==> src/rtl/serial_link_pkg.sv <==
// Shared definitions for the serial link (PISO transmitter and SIPO receiver).
// Contents:
//   DEFAULT_WIDTH                    default word width in bits
//   MSB_FIRST_ORDER/LSB_FIRST_ORDER  encodings of the bit-order parameter
//   out_state_e                      output holding register state (EMPTY/FULL)
package serial_link_pkg;

   localparam int DEFAULT_WIDTH = 4;

   // Bit-order encoding, shared so both link ends agree on which bit travels first.
   localparam bit MSB_FIRST_ORDER = 1'b1;
   localparam bit LSB_FIRST_ORDER = 1'b0;

   // Output holding register state.
   typedef enum logic {
      EMPTY = 1'b0,
      FULL  = 1'b1
   } out_state_e;

endpackage : serial_link_pkg

==> src/rtl/sipo_deserializer_if.sv <==
// Bundle of the deserializer's data-path and handshake signals.
// Signals:
//   serial_in, bit_valid, clear  serial side, driven by the link/controller
//   out_ready                    consumer accepts the held word
//   parallel_out, out_valid      assembled word and its valid flag
//   overrun, busy                status from the deserializer
// Modports:
//   master  the environment driving serial data and consuming words
//   slave   the deserializer itself
interface sipo_deserializer_if
   import serial_link_pkg::*;
#(
   parameter int WIDTH = DEFAULT_WIDTH
) ();

   logic             serial_in;
   logic             bit_valid;
   logic             clear;
   logic [WIDTH-1:0] parallel_out;
   logic             out_valid;
   logic             out_ready;
   logic             overrun;
   logic             busy;

   modport master (
      output serial_in, bit_valid, clear, out_ready,
      input  parallel_out, out_valid, overrun, busy
   );

   modport slave (
      input  serial_in, bit_valid, clear, out_ready,
      output parallel_out, out_valid, overrun, busy
   );

endinterface : sipo_deserializer_if

==> src/rtl/sipo_shift_reg.sv <==
// WIDTH-bit serial-in shift register with selectable direction.
// Ports:
//   clk, reset  clock and asynchronous active-low reset
//   clr         synchronous clear to zero (wins over shift_en)
//   shift_en    shift bit_in into the register this edge
//   bit_in      serial data bit
//   q           current register contents
//   next_q      value q takes if shifted this edge (includes bit_in)
module sipo_shift_reg
   import serial_link_pkg::*;
#(
   parameter int WIDTH     = DEFAULT_WIDTH,
   parameter bit MSB_FIRST = MSB_FIRST_ORDER
) (
   input  logic             clk,
   input  logic             reset,
   input  logic             clr,
   input  logic             shift_en,
   input  logic             bit_in,
   output logic [WIDTH-1:0] q,
   output logic [WIDTH-1:0] next_q
);

   logic [WIDTH-1:0] q_r;

   // Shifted value: MSB-first shifts left so the first bit ends at the top.
   always_comb begin
      next_q = q_r;
      if (MSB_FIRST) begin
         next_q = {q_r[WIDTH-2:0], bit_in};
      end else begin
         next_q = {bit_in, q_r[WIDTH-1:1]};
      end
   end

   // Shift register state.
   always_ff @(posedge clk or negedge reset) begin
      if (!reset) begin
         q_r <= {WIDTH{1'b0}};
      end else if (clr) begin
         q_r <= {WIDTH{1'b0}};
      end else if (shift_en) begin
         q_r <= next_q;
      end else begin
         q_r <= q_r;
      end
   end

   assign q = q_r;

endmodule : sipo_shift_reg

==> src/rtl/sipo_deserializer.sv <==
// Serial-in parallel-out deserializer with a valid/ready output holding register.
// Ports:
//   clk    rising-edge clock
//   reset  asynchronous active-low reset
//   bus    sipo_deserializer_if.slave: serial_in/bit_valid/clear in,
//          parallel_out/out_valid/out_ready handshake, overrun/busy status
// The shift stage collects the next word while the holding register waits
// for the consumer; a completion with the holding register still full and
// not being consumed drops the new word and pulses overrun.
module sipo_deserializer
   import serial_link_pkg::*;
#(
   parameter int WIDTH     = DEFAULT_WIDTH,
   parameter bit MSB_FIRST = MSB_FIRST_ORDER
) (
   input logic                clk,
   input logic                reset,
   sipo_deserializer_if.slave bus
);

   localparam int             CW         = $clog2(WIDTH);
   localparam logic [CW-1:0]  LAST_COUNT = CW'(WIDTH - 1);

   logic [CW-1:0]    count_r;
   logic [CW-1:0]    count_next_s;
   logic [WIDTH-1:0] word_r;
   logic [WIDTH-1:0] shift_q_s;
   logic [WIDTH-1:0] shift_next_s;
   out_state_e       state_r;
   logic             overrun_r;
   logic             busy_r;
   logic             shift_en_s;
   logic             complete_s;

   // clear discards the bit on its edge, so it also blocks the shift and completion.
   assign shift_en_s = bus.bit_valid & ~bus.clear;
   assign complete_s = shift_en_s & (count_r == LAST_COUNT);

   sipo_shift_reg #(
      .WIDTH     (WIDTH),
      .MSB_FIRST (MSB_FIRST)
   ) u_shift (
      .clk      (clk),
      .reset    (reset),
      .clr      (bus.clear),
      .shift_en (shift_en_s),
      .bit_in   (bus.serial_in),
      .q        (shift_q_s),
      .next_q   (shift_next_s)
   );

   // Next bit count; wraps explicitly so non-power-of-two widths work.
   always_comb begin
      count_next_s = count_r;
      if (bus.clear) begin
         count_next_s = {CW{1'b0}};
      end else if (bus.bit_valid) begin
         if (count_r == LAST_COUNT) begin
            count_next_s = {CW{1'b0}};
         end else begin
            count_next_s = count_r + CW'(1'b1);
         end
      end else begin
         count_next_s = count_r;
      end
   end

   // Counter, output FSM, holding register and status flags.
   always_ff @(posedge clk or negedge reset) begin
      if (!reset) begin
         count_r   <= {CW{1'b0}};
         word_r    <= {WIDTH{1'b0}};
         state_r   <= EMPTY;
         overrun_r <= 1'b0;
         busy_r    <= 1'b0;
      end else begin
         count_r   <= count_next_s;
         // busy follows the count register it describes, hence the next value.
         busy_r    <= (count_next_s != {CW{1'b0}});
         overrun_r <= 1'b0;
         case (state_r)
            EMPTY: begin
               if (complete_s) begin
                  word_r  <= shift_next_s;
                  state_r <= FULL;
               end else begin
                  state_r <= EMPTY;
               end
            end
            FULL: begin
               if (complete_s) begin
                  if (bus.out_ready) begin
                     // Consume and reload on the same edge: no bubble.
                     word_r  <= shift_next_s;
                     state_r <= FULL;
                  end else begin
                     overrun_r <= 1'b1;
                     state_r   <= FULL;
                  end
               end else if (bus.out_ready) begin
                  state_r <= EMPTY;
               end else begin
                  state_r <= FULL;
               end
            end
            default: begin
               state_r <= EMPTY;
            end
         endcase
      end
   end

   assign bus.parallel_out = word_r;
   assign bus.out_valid    = (state_r == FULL);
   assign bus.overrun      = overrun_r;
   assign bus.busy         = busy_r;

   // The partial word itself is only observable through busy.
   logic unused_s;
   assign unused_s = ^shift_q_s;

endmodule : sipo_deserializer

==> src/flat_wrapper.sv <==
// flat-port wrapper written by rule: the top's interface ports become plain ports
module sipo_deserializer_flat import serial_link_pkg::*;
#(
   parameter int WIDTH     = DEFAULT_WIDTH,
   parameter bit MSB_FIRST = MSB_FIRST_ORDER
)
  (clk, reset, bus_serial_in, bus_bit_valid, bus_clear, bus_out_ready, bus_parallel_out, bus_out_valid, bus_overrun, bus_busy);
  sipo_deserializer_if #(.WIDTH(WIDTH)) bus_i ();
  input logic clk;
  input logic reset;
  input wire logic [$bits(bus_i.serial_in)-1:0] bus_serial_in;
  input wire logic [$bits(bus_i.bit_valid)-1:0] bus_bit_valid;
  input wire logic [$bits(bus_i.clear)-1:0] bus_clear;
  input wire logic [$bits(bus_i.out_ready)-1:0] bus_out_ready;
  output wire logic [$bits(bus_i.parallel_out)-1:0] bus_parallel_out;
  output wire logic [$bits(bus_i.out_valid)-1:0] bus_out_valid;
  output wire logic [$bits(bus_i.overrun)-1:0] bus_overrun;
  output wire logic [$bits(bus_i.busy)-1:0] bus_busy;
  assign bus_i.serial_in = bus_serial_in;
  assign bus_i.bit_valid = bus_bit_valid;
  assign bus_i.clear = bus_clear;
  assign bus_i.out_ready = bus_out_ready;
  assign bus_parallel_out = bus_i.parallel_out;
  assign bus_out_valid = bus_i.out_valid;
  assign bus_overrun = bus_i.overrun;
  assign bus_busy = bus_i.busy;
  sipo_deserializer #(.WIDTH(WIDTH), .MSB_FIRST(MSB_FIRST)) u_core (.clk(clk), .reset(reset), .bus(bus_i));
endmodule
==> config.mk <==
export PLATFORM = sky130hd
export DESIGN_NAME = sipo_deserializer_flat
export DESIGN_NICKNAME = d
export VERILOG_FILES = /design/src/rtl/serial_link_pkg.sv /design/src/rtl/sipo_deserializer_if.sv /design/src/rtl/sipo_shift_reg.sv /design/src/rtl/sipo_deserializer.sv /design/src/flat_wrapper.sv
export SDC_FILE = /design/constraint.sdc
export NUM_CORES = 1
export LEC_CHECK = 0
export ABC_CLOCK_PERIOD_IN_PS = 2600
export CELL_PAD_IN_SITES_DETAIL_PLACEMENT = 0
export CELL_PAD_IN_SITES_GLOBAL_PLACEMENT = 1
export CORE_MARGIN = 8
export CORE_UTILIZATION = 40
export DETAILED_ROUTE_END_ITERATION = 10
export PLACE_DENSITY_LB_ADDON = 0.1
export SKIP_CTS_REPAIR_TIMING = 1
export SLEW_MARGIN = 20
export SYNTH_ARGS = -nofsm -noshare
export SYNTH_HDL_FRONTEND = slang
export SYNTH_HIERARCHICAL = 1
export SYNTH_SLANG_ARGS = --single-unit
==> constraint.sdc <==
create_clock -name clk -period 2.6 [get_ports clk]
set_input_delay 0.52 -clock clk [delete_from_list [all_inputs] [get_ports clk]]
set_output_delay 0.52 -clock clk [all_outputs]
set_load 0.1 [all_outputs]
======== Word-level counts from Yosys, hierarchy flattened ========
Cells that the tools add are included.
word-level totals
  bits in registers ....................... 12
  input port bits ......................... 6
  word-level logic and storage cells ...... 33
  output and inout bits ................... 7
operators by class
  eq/ne operators ......................... 4
  mux-type cells .......................... 15
  reductions and logical operators ........ 3
  add/subtract/negate cells ............... 1
  bitwise logic cells ..................... 4
operator list
  cell                                                   count
  two-way mux 4 bit                                      3
  case mux 4 bit (2 select lines)                        1
  two-way mux 2 bit                                      3
  two-way mux 3 bit                                      2
  two-way mux 1 bit                                      5
  inequality test 2 bit, second input constant           2
  nonzero test 2 bit                                     2
  AND reduction 3 bit                                    1
  adder 2 x 1 -> 2 bit, second input constant            1
  AND 1 bit                                              2
  == test 2 bit, second input constant                   1
  inequality test 2 x 1 -> 1 bit, second input constant  1
  inverter 1 bit                                         2
  case mux 1 bit (2 select lines)                        1

======== Logic depth before layout (Yosys ltp) ========
Gate-level depths: netlist (run 1).
  depth after elaboration ................. 5
  mapped depth ............................ 4
  mapped depth without buffers ............ 4

======== Modules after synthesis ========
Netlist (run 1), hierarchy kept.
by module, submodules not included
  module             seq. area each (um^2)  times used  area each (um^2)  cells each
  sipo_deserializer  225.2                  1           376.6             26
  sipo_shift_reg     100.1                  1           190.2             17

======== Worst setup path before layout (run 1) ========
OpenSTA, ideal clock, no wires.
  path kind ............................... register to register
  start point ............................. register u_core.state_r (netlist: u_core/bus.out_valid)
  end point ............................... register u_core.word_r[0] (netlist: u_core/bus.parallel_out[0])
  arrival ................................. 1.550 ns
  path buffers ............................ 0
  setup slack ............................. 0.922 ns
  data required time ...................... 2.472 ns
  stages on the path, launching flop included .. 4
  clock period less this slack ............ 1.678 ns
  library setup time ...................... 0.128 ns
  cell sequence ........................... dfrtp_1 nand2b_1 nor2b_4 mux2_1
between the ends
  cells in the longest elaborated chain, start to end .. 3
  elaborated cells on any way between the ends .. 6
  those cells by class .................... 3 x eq/ne; 1 x mux; 1 x bitwise; 1 x reduce/logical
RTL lines
  item                                      RTL line                 RTL
  start: declaration                        sipo_deserializer.sv:29  out_state_e state_r;
  start signal: assignment                  sipo_deserializer.sv:73  state_r <= EMPTY;
  start signal: assignment                  sipo_deserializer.sv:85  state_r <= FULL;
  start signal: assignment                  sipo_deserializer.sv:87  state_r <= EMPTY;
  inverter 1 bit                            sipo_deserializer.sv:81  case (state_r)
  inequality test 2 x 1 -> 1 bit (no line)  --
  AND reduction 3 bit (no line)             --
  end signal: assignment                    sipo_deserializer.sv:72  word_r <= {WIDTH{1'b0}};
  end signal: assignment                    sipo_deserializer.sv:84  word_r <= shift_next_s;
  end signal: assignment                    sipo_deserializer.sv:94  word_r <= shift_next_s;
  end: declaration                          sipo_deserializer.sv:26  logic [WIDTH-1:0] word_r;
Several ways; a longest one is shown, not always the timed one.
A chain may end at the register's enable or synchronous reset.

======== Worst setup path in the final report (run 1) ========
  start point ............................. input port bus_clear
  end point ............................... register u_core.word_r[0] (netlist: u_core/bus.parallel_out[0])
between the ends
  cells in the longest elaborated chain, start to end .. 5
  elaborated cells on any way between the ends .. 6
  those cells by class .................... 2 x eq/ne; 3 x bitwise; 1 x reduce/logical
RTL lines
  item                                                                                      RTL line                 RTL
  start: declaration                                                                        flat_wrapper.sv:13       input wire logic [$bits(bus_i.clear)-1:0] bus_clear;
  inverter 1 bit (*)                                                                        sipo_deserializer.sv:36  assign shift_en_s = bus.bit_valid & ~bus.clear;
  AND 1 bit (*)                                                                             sipo_deserializer.sv:36
  AND 1 bit (*)                                                                             sipo_deserializer.sv:37  assign complete_s = shift_en_s & (count_r == LAST_COUNT);
  inequality test 2 bit (no line) / inequality test 2 x 1 -> 1 bit (equally long branches)  --
  AND reduction 3 bit (no line) (*)                                                         --
Every way passes the cells marked *; elsewhere a longest branch is shown, timed or not.

==> summary.txt, run 1 <==
Global route
  – GRT Util Overall: 7.15%
  – Largest net degree at the start of global routing: 13
  – Vias in the first global route: 337
  – First-pass GRT wire length: 1410 um
  – Global route overflow: 0
  – Antenna violations before repair: 0

Power
  – VDD IR-drop max: 0.000279 V
  – Overall power: 418 uW
  – Gate power share: 18.3%
  – Pwr dens: 643 mW/mm2
  – Leak Pwr: 0.353 nW
  – Switching share of power: 27.7%
  – Sequential cell fraction of total power: 47.6%
  – Int Pwr: 302 uW
  – Sw power: 116 uW
  – Clk pwr share: 34.1%

Timing
  – Final worst-path setup slack: 968 ps
  – Max Slew Vio Count: 0
  – Max Fclk: 613 MHz
  – Setup Skew: 0.667 ps
  – Final hold vios: 0
  – Slew margin rel.: 65.3%
  – Slew @ Worst Pin: 519 ps
  – Fin crit share: 62.8%
  – Minimum clock period: 1630 ps
  – Total negative setup slack: 0 ps
  – RSZ-0062 raised after global routing: false
  – Final setup viols: 0

Clocking
  – Clk_lat worst skew: 260 ps
  – Clock Tree Root: clkbuf_4
  – CTS Sinks: 12
  – H-tree Lvls: 1
  – Max Buffers Root-to-Sink: 2
  – CTS Buf Count: 3
  – TritonCTS clock tree: yes
  – Clk slew on worst S/H paths: 70 ps

Floorplan
  – Die outline height: 51.6 um
  – I/O pins: 13
  – Core area: 0.00124 mm2
  – Core Rows: 13
  – Initial core utilization: 40.9%
  – DIE AREA: 0.00266 mm2
  – Die X: 51.6 um

Critical path
  – Peak fanout along the critical path: 8
  – CP Capture Type: register
  – Worst path required time: 2750 ps
  – Reg2reg path depth: 4
  – Setup CP Type: in2reg
  – Critical path arrival: 1780 ps
  – Crit start category: input port

Finish
  – Fillers: 115
  – Final #Nets: 59
  – Cell area after layout: 651 um2
  – Area of the multi-input gates: 193 um2
  – Area Growth Syn to Fin: 28.7%
  – Share of post-route cells with drive strength above 1: 25.5%
  – Number of diodes: 0
  – FF+latch area: 300 um2

Synthesis
  – Syn nets: 44
  – Synth Cell Area: 505 um2
  – Ys Warns: 6
  – Mapped Cells: 37
  – Syn_area_per_cell: 13.7 um2

Placed design
  – Post-DP Area: 614 um2
  – Place WS: 671 ps
  – Hpwl dp: 693 um
  – PortBufs: 12
  – Gpl congestion: 0.651

Routing
  – Post-DR vias/cell: 4.73
  – DR iter-0 viols: 5
  – Final ANT Viol Nets: 0
  – DRC viols: 0
  – DRT Pass-1 Iters: 4
  – Routed vias: 312
  – Routed WL per cell: 12.9 um
  – Drt total wl: 852 um

Run
  – Max-cap check violation count: 0

Run status
  – Outcome: complete, no violations

Min path
  – Hold Path Stages: 1
  – HP Class: reg2reg
[metal layers]
metal	GRT usage, %	up-vias	wire length [um]
met5	0	-	0
met4	5.31	0	0
met3	2.85	0	44
met2	11.9	7	457
met1	6.98	151	350
li1	-	154	-
[area by class of cell]
type	instances	share of cell area, %
clock buffer	4	5.58
multi-input combinational	23	29.6
sequential	12	46.2
tap	15	2.88
timing repair buffer	12	15.8
[path summary, 6_finish.rpt]
path | end | start | slack (ps)
max | u_core/bus.parallel_out[0]$_DFFE_PN0P_ | bus_clear | 970
min | u_core/bus.parallel_out[2]$_DFFE_PN0P_ | u_core/bus.parallel_out[2]$_DFFE_PN0P_ | 490
max reg2reg | u_core/bus.parallel_out[0]$_DFFE_PN0P_ | u_core/count_r[0]$_DFF_PN0_ | 1290
min reg2reg | u_core/bus.parallel_out[2]$_DFFE_PN0P_ | u_core/bus.parallel_out[2]$_DFFE_PN0P_ | 490
max in group asynchronous | u_core/count_r[0]$_DFF_PN0_ | reset | 1660
min in group asynchronous | u_core/bus.parallel_out[0]$_DFFE_PN0P_ | reset | 600
[state kept, by name, summed over array words and instances (netlist names)]
name and flops:
u_core/bus.out_valid 1, u_core/bus.parallel_out 4, u_core/bus.busy 1, u_core/u_shift/q 3, u_core/count_r 2, u_core/bus.overrun 1
[layout by cell type (no fill, tap or decap), drive strengths merged, types with 2 or more instances in the layout]
cell type,n
nor2b,2
buf,7
dfrtp,12
mux2i,4
mux2,4
nand2b,2
clkdlybuf4s50,5
clkbuf,4
nor2,5
[critical path, stage by stage]
cell and delay (ps):
clkdlybuf4s50_1 530, nand3b_4 230, nor2b_4 170, mux2_1 330
[power by group through the flow]
| stage | clock network (mW) | logic, mW | registers (mW) |
|---|---|---|---|
| 2_1_floorplan | 0 | 0.0159 | 0.239 |
| 3_3_place_gp | 0 | 0.0757 | 0.202 |
| 3_5_place_dp | 0 | 0.0775 | 0.203 |
| 4_1_cts | 0.151 | 0.0775 | 0.199 |
| 5_1_grt | 0.161 | 0.0800 | 0.201 |
| 6_report | 0.142 | 0.0765 | 0.199 |
[through the flow]
step	utilization, %	hold slack (ps)	std cells
6_report	52.6	493	66
3_3_place_gp	49.7	475	62
2_1_floorplan	-	224	37
5_1_grt	52.6	522	66
3_5_place_dp	49.7	481	62
4_1_cts	52.6	498	66
Power figures use the tool's default switching activity.
==> inputs of run 2 (changes only) <==
Settings changed: ABC_CLOCK_PERIOD_IN_PS 2600 to 1390, CORE_UTILIZATION 40 to 33.
Clock period 2.6 ns to 1.39 ns, I/O delays scaled along.
==> run 2 against run 1 <==
Effect of this change: global-route usage hardly changed; flip-flop and latch count unchanged; first-iteration DRC count down 80%; routed wire length is 11% higher; clock-buffer cell count stayed put; via count increased by 3.8%; sequential share of layout area decreased by 7.5 points; total power is 95% higher; register-to-register slack worse by 1200 ps; critical path type is now reg2reg.
==> summary.txt, run 2 (synthesized netlist as in run 1, its figures left out) <==
Run status
  – Outcome: complete, no violations

Clocking
  – Clk slew on worst S/H paths: 70 ps (about the same)
  – H-tree Lvls: 1 (unchanged)
  – Max Buffers Root-to-Sink: 2 (unchanged)
  – CTS Buf Count: 3 (unchanged)
  – TritonCTS clock tree: yes
  – CTS Sinks: 12 (unchanged)
  – Clk_lat worst skew: 260 ps (about the same)
  – Clock Tree Root: clkbuf_4

Finish
  – Number of flip-flops in the largest register: 4 (unchanged)
  – Area Growth Syn to Fin: 55.4%
  – FF+latch area: 304 um2 (+1.3%)
  – Cell area after layout: 786 um2 (+21%)
  – Number of diodes: 0 (unchanged)
  – Fillers: 137 (+19%)
  – Finished Layout Cells: 72 (+9.1%)
  – Share of post-route cells with drive strength above 1: 35.7% (+10 points)
  – Most frequent cells in the layout: dfrtp_1, buf_12, nor2_1, buf_4
  – Commonest non-fill, non-tap cell in the layout: dfrtp_1
  – Area of the multi-input gates: 195 um2 (+1.3%)
  – Final #Nets: 64 (+8.5%)

Global route
  – Grt peak-use layer: met2
  – Antenna violations before repair: 0 (unchanged)
  – Met3 Use GR: 2.94% (+0.092 points)
  – First-pass GRT wire length: 1530 um (+8.8%)
  – Vias in the first global route: 362 (+7.4%)
  – Largest net degree at the start of global routing: 13 (unchanged)
  – Global route overflow: 0 (unchanged)
  – Met1 Resource Use GR: 7.26% (+0.27 points)
  – GRT Util Overall: 7.20% (+0.046 points)
  – Grt met2 use: 11.9% (about the same)

Critical path
  – Setup CP Type: reg2reg
  – Crit start category: register
  – Slowest stage delay, CP: 380 ps (-150 ps)
  – Buf/Inv on CP: 0 (-1)
  – Top delay family on crit path: flip-flops
  – CP Capture Type: register
  – Worst path required time: 1530 ps (-1220 ps)
  – CP cell instances: ha_2, nand3b_4, nor2b_4, mux2_1
  – Critical path arrival: 1460 ps (-320 ps)
  – Peak fanout along the critical path: 4 (-4)
  – CP max stage cell: dfrtp_1

Floorplan
  – I/O pins: 13 (unchanged)
  – Core Rows: 14 (+1)
  – Core area: 0.00147 mm2 (+19%)
  – Initial core utilization: 34.4% (-6.5 points)
  – Die X: 55.1 um (+7.0%)
  – Die outline height: 55.1 um (+7.0%)
  – DIE AREA: 0.00304 mm2 (+14%)

Routing
  – DRC viols: 0 (unchanged)
  – Drt total wl: 944 um (+11%)
  – DR iter-0 viols: 1 (-4)
  – Post-DR vias/cell: 4.50 (-4.8%)
  – Routed vias: 324 (+3.8%)
  – Final ANT Viol Nets: 0 (unchanged)
  – Routed WL per cell: 13.1 um (+1.6%)
  – DRT Pass-1 Iters: 2 (-2)

Timing
  – Final hold vios: 0 (unchanged)
  – Minimum clock period: 1310 ps
  – Final setup viols: 0 (unchanged)
  – Slew margin rel.: 84.1% (+19 points)
  – Final worst-path setup slack: 76.6 ps (-892 ps)
  – RSZ-0062 raised after global routing: false
  – Max Fclk: 761 MHz
  – Setup Skew: 4.23 ps (+3.56 ps)
  – Fin crit share: 94.5%
  – Max Slew Vio Count: 0 (unchanged)
  – Slew @ Worst Pin: 238 ps (-281 ps)

Power
  – Sequential cell fraction of total power: 46.4% (-1.2 points)
  – Gate power share: 21.3% (+3.0 points)
  – Switching share of power: 27.1% (-0.62 points)
  – VDD IR-drop max: 0.000576 V (+110%)
  – Clk pwr share: 32.3% (-1.8 points)
  – Leak Pwr: 0.401 nW (+14%)
  – Sw power: 221 uW (+91%)
  – Pwr dens: 1040 mW/mm2 (+62%)
  – Overall power: 817 uW (+95%)
  – Int Pwr: 595 uW (+97%)

Placed design
  – Post-DP Area: 744 um2 (+21%)
  – DP Cell Count: 68 (+9.7%)
  – Place WS: -235 ps (-906 ps)
  – PortBufs: 12 (unchanged)
  – Gpl congestion: 0.725 (+11%)

Run
  – Max-cap check violation count: 0 (unchanged)

Min path
  – HP Class: in2async
[run 2: final cells by class]
class	instances	share of cell area (%)
clock buffers	4	4.62
multi-input cells	23	24.8
flip-flops and latches	12	38.7
well taps	16	2.55
repair buffers	17	29.3
[run 2: worst paths after layout]
kind	endpoint	slack, ps	cells after the start	from
setup / recovery	u_core/bus.parallel_out[2]$_DFFE_PN0P_	80	4	u_core/count_r[0]$_DFF_PN0_
hold / removal	u_core/bus.overrun$_DFF_PN0_	310	2	reset
setup reg to reg	u_core/bus.parallel_out[2]$_DFFE_PN0P_	80	4	u_core/count_r[0]$_DFF_PN0_
hold reg to reg	u_core/bus.parallel_out[3]$_DFFE_PN0P_	530	1	u_core/u_shift/q[2]$_DFFE_PN0P_
max in group asynchronous	u_core/bus.out_valid$_DFF_PN0_	920	2	reset
min in group clk	u_core/count_r[1]$_DFF_PN0_	470	3	bus_bit_valid
[run 2: through the flow]
| step | hold WS, ps | setup TNS, ps | util [%] |
|---|---|---|---|
| floorplan | -17.6 | 0 | - |
| global placement | 490 | -1270 | 50.6 |
| detailed placement | 514 | -1550 | 50.6 |
| CTS | 304 | 0 | 53.1 |
| global route | 323 | 0 | 53.4 |
| finish | 308 | 0 | 53.4 |
[run 2: metal layers]
layer | share of wire (%) | wire (um)
met5 | 0 | 0
met4 | 0 | 0
met3 | 9.4 | 89
met2 | 51 | 486
met1 | 39 | 369
[run 2: power groups by stage]
stage | clock network [mW] | registers (mW) | logic (mW)
detailed placement | 0 | 0.386 | 0.176
floorplan | 0 | 0.448 | 0.0298
finish | 0.264 | 0.379 | 0.174
global route | 0.297 | 0.381 | 0.183
global placement | 0 | 0.384 | 0.172
CTS | 0.277 | 0.379 | 0.176
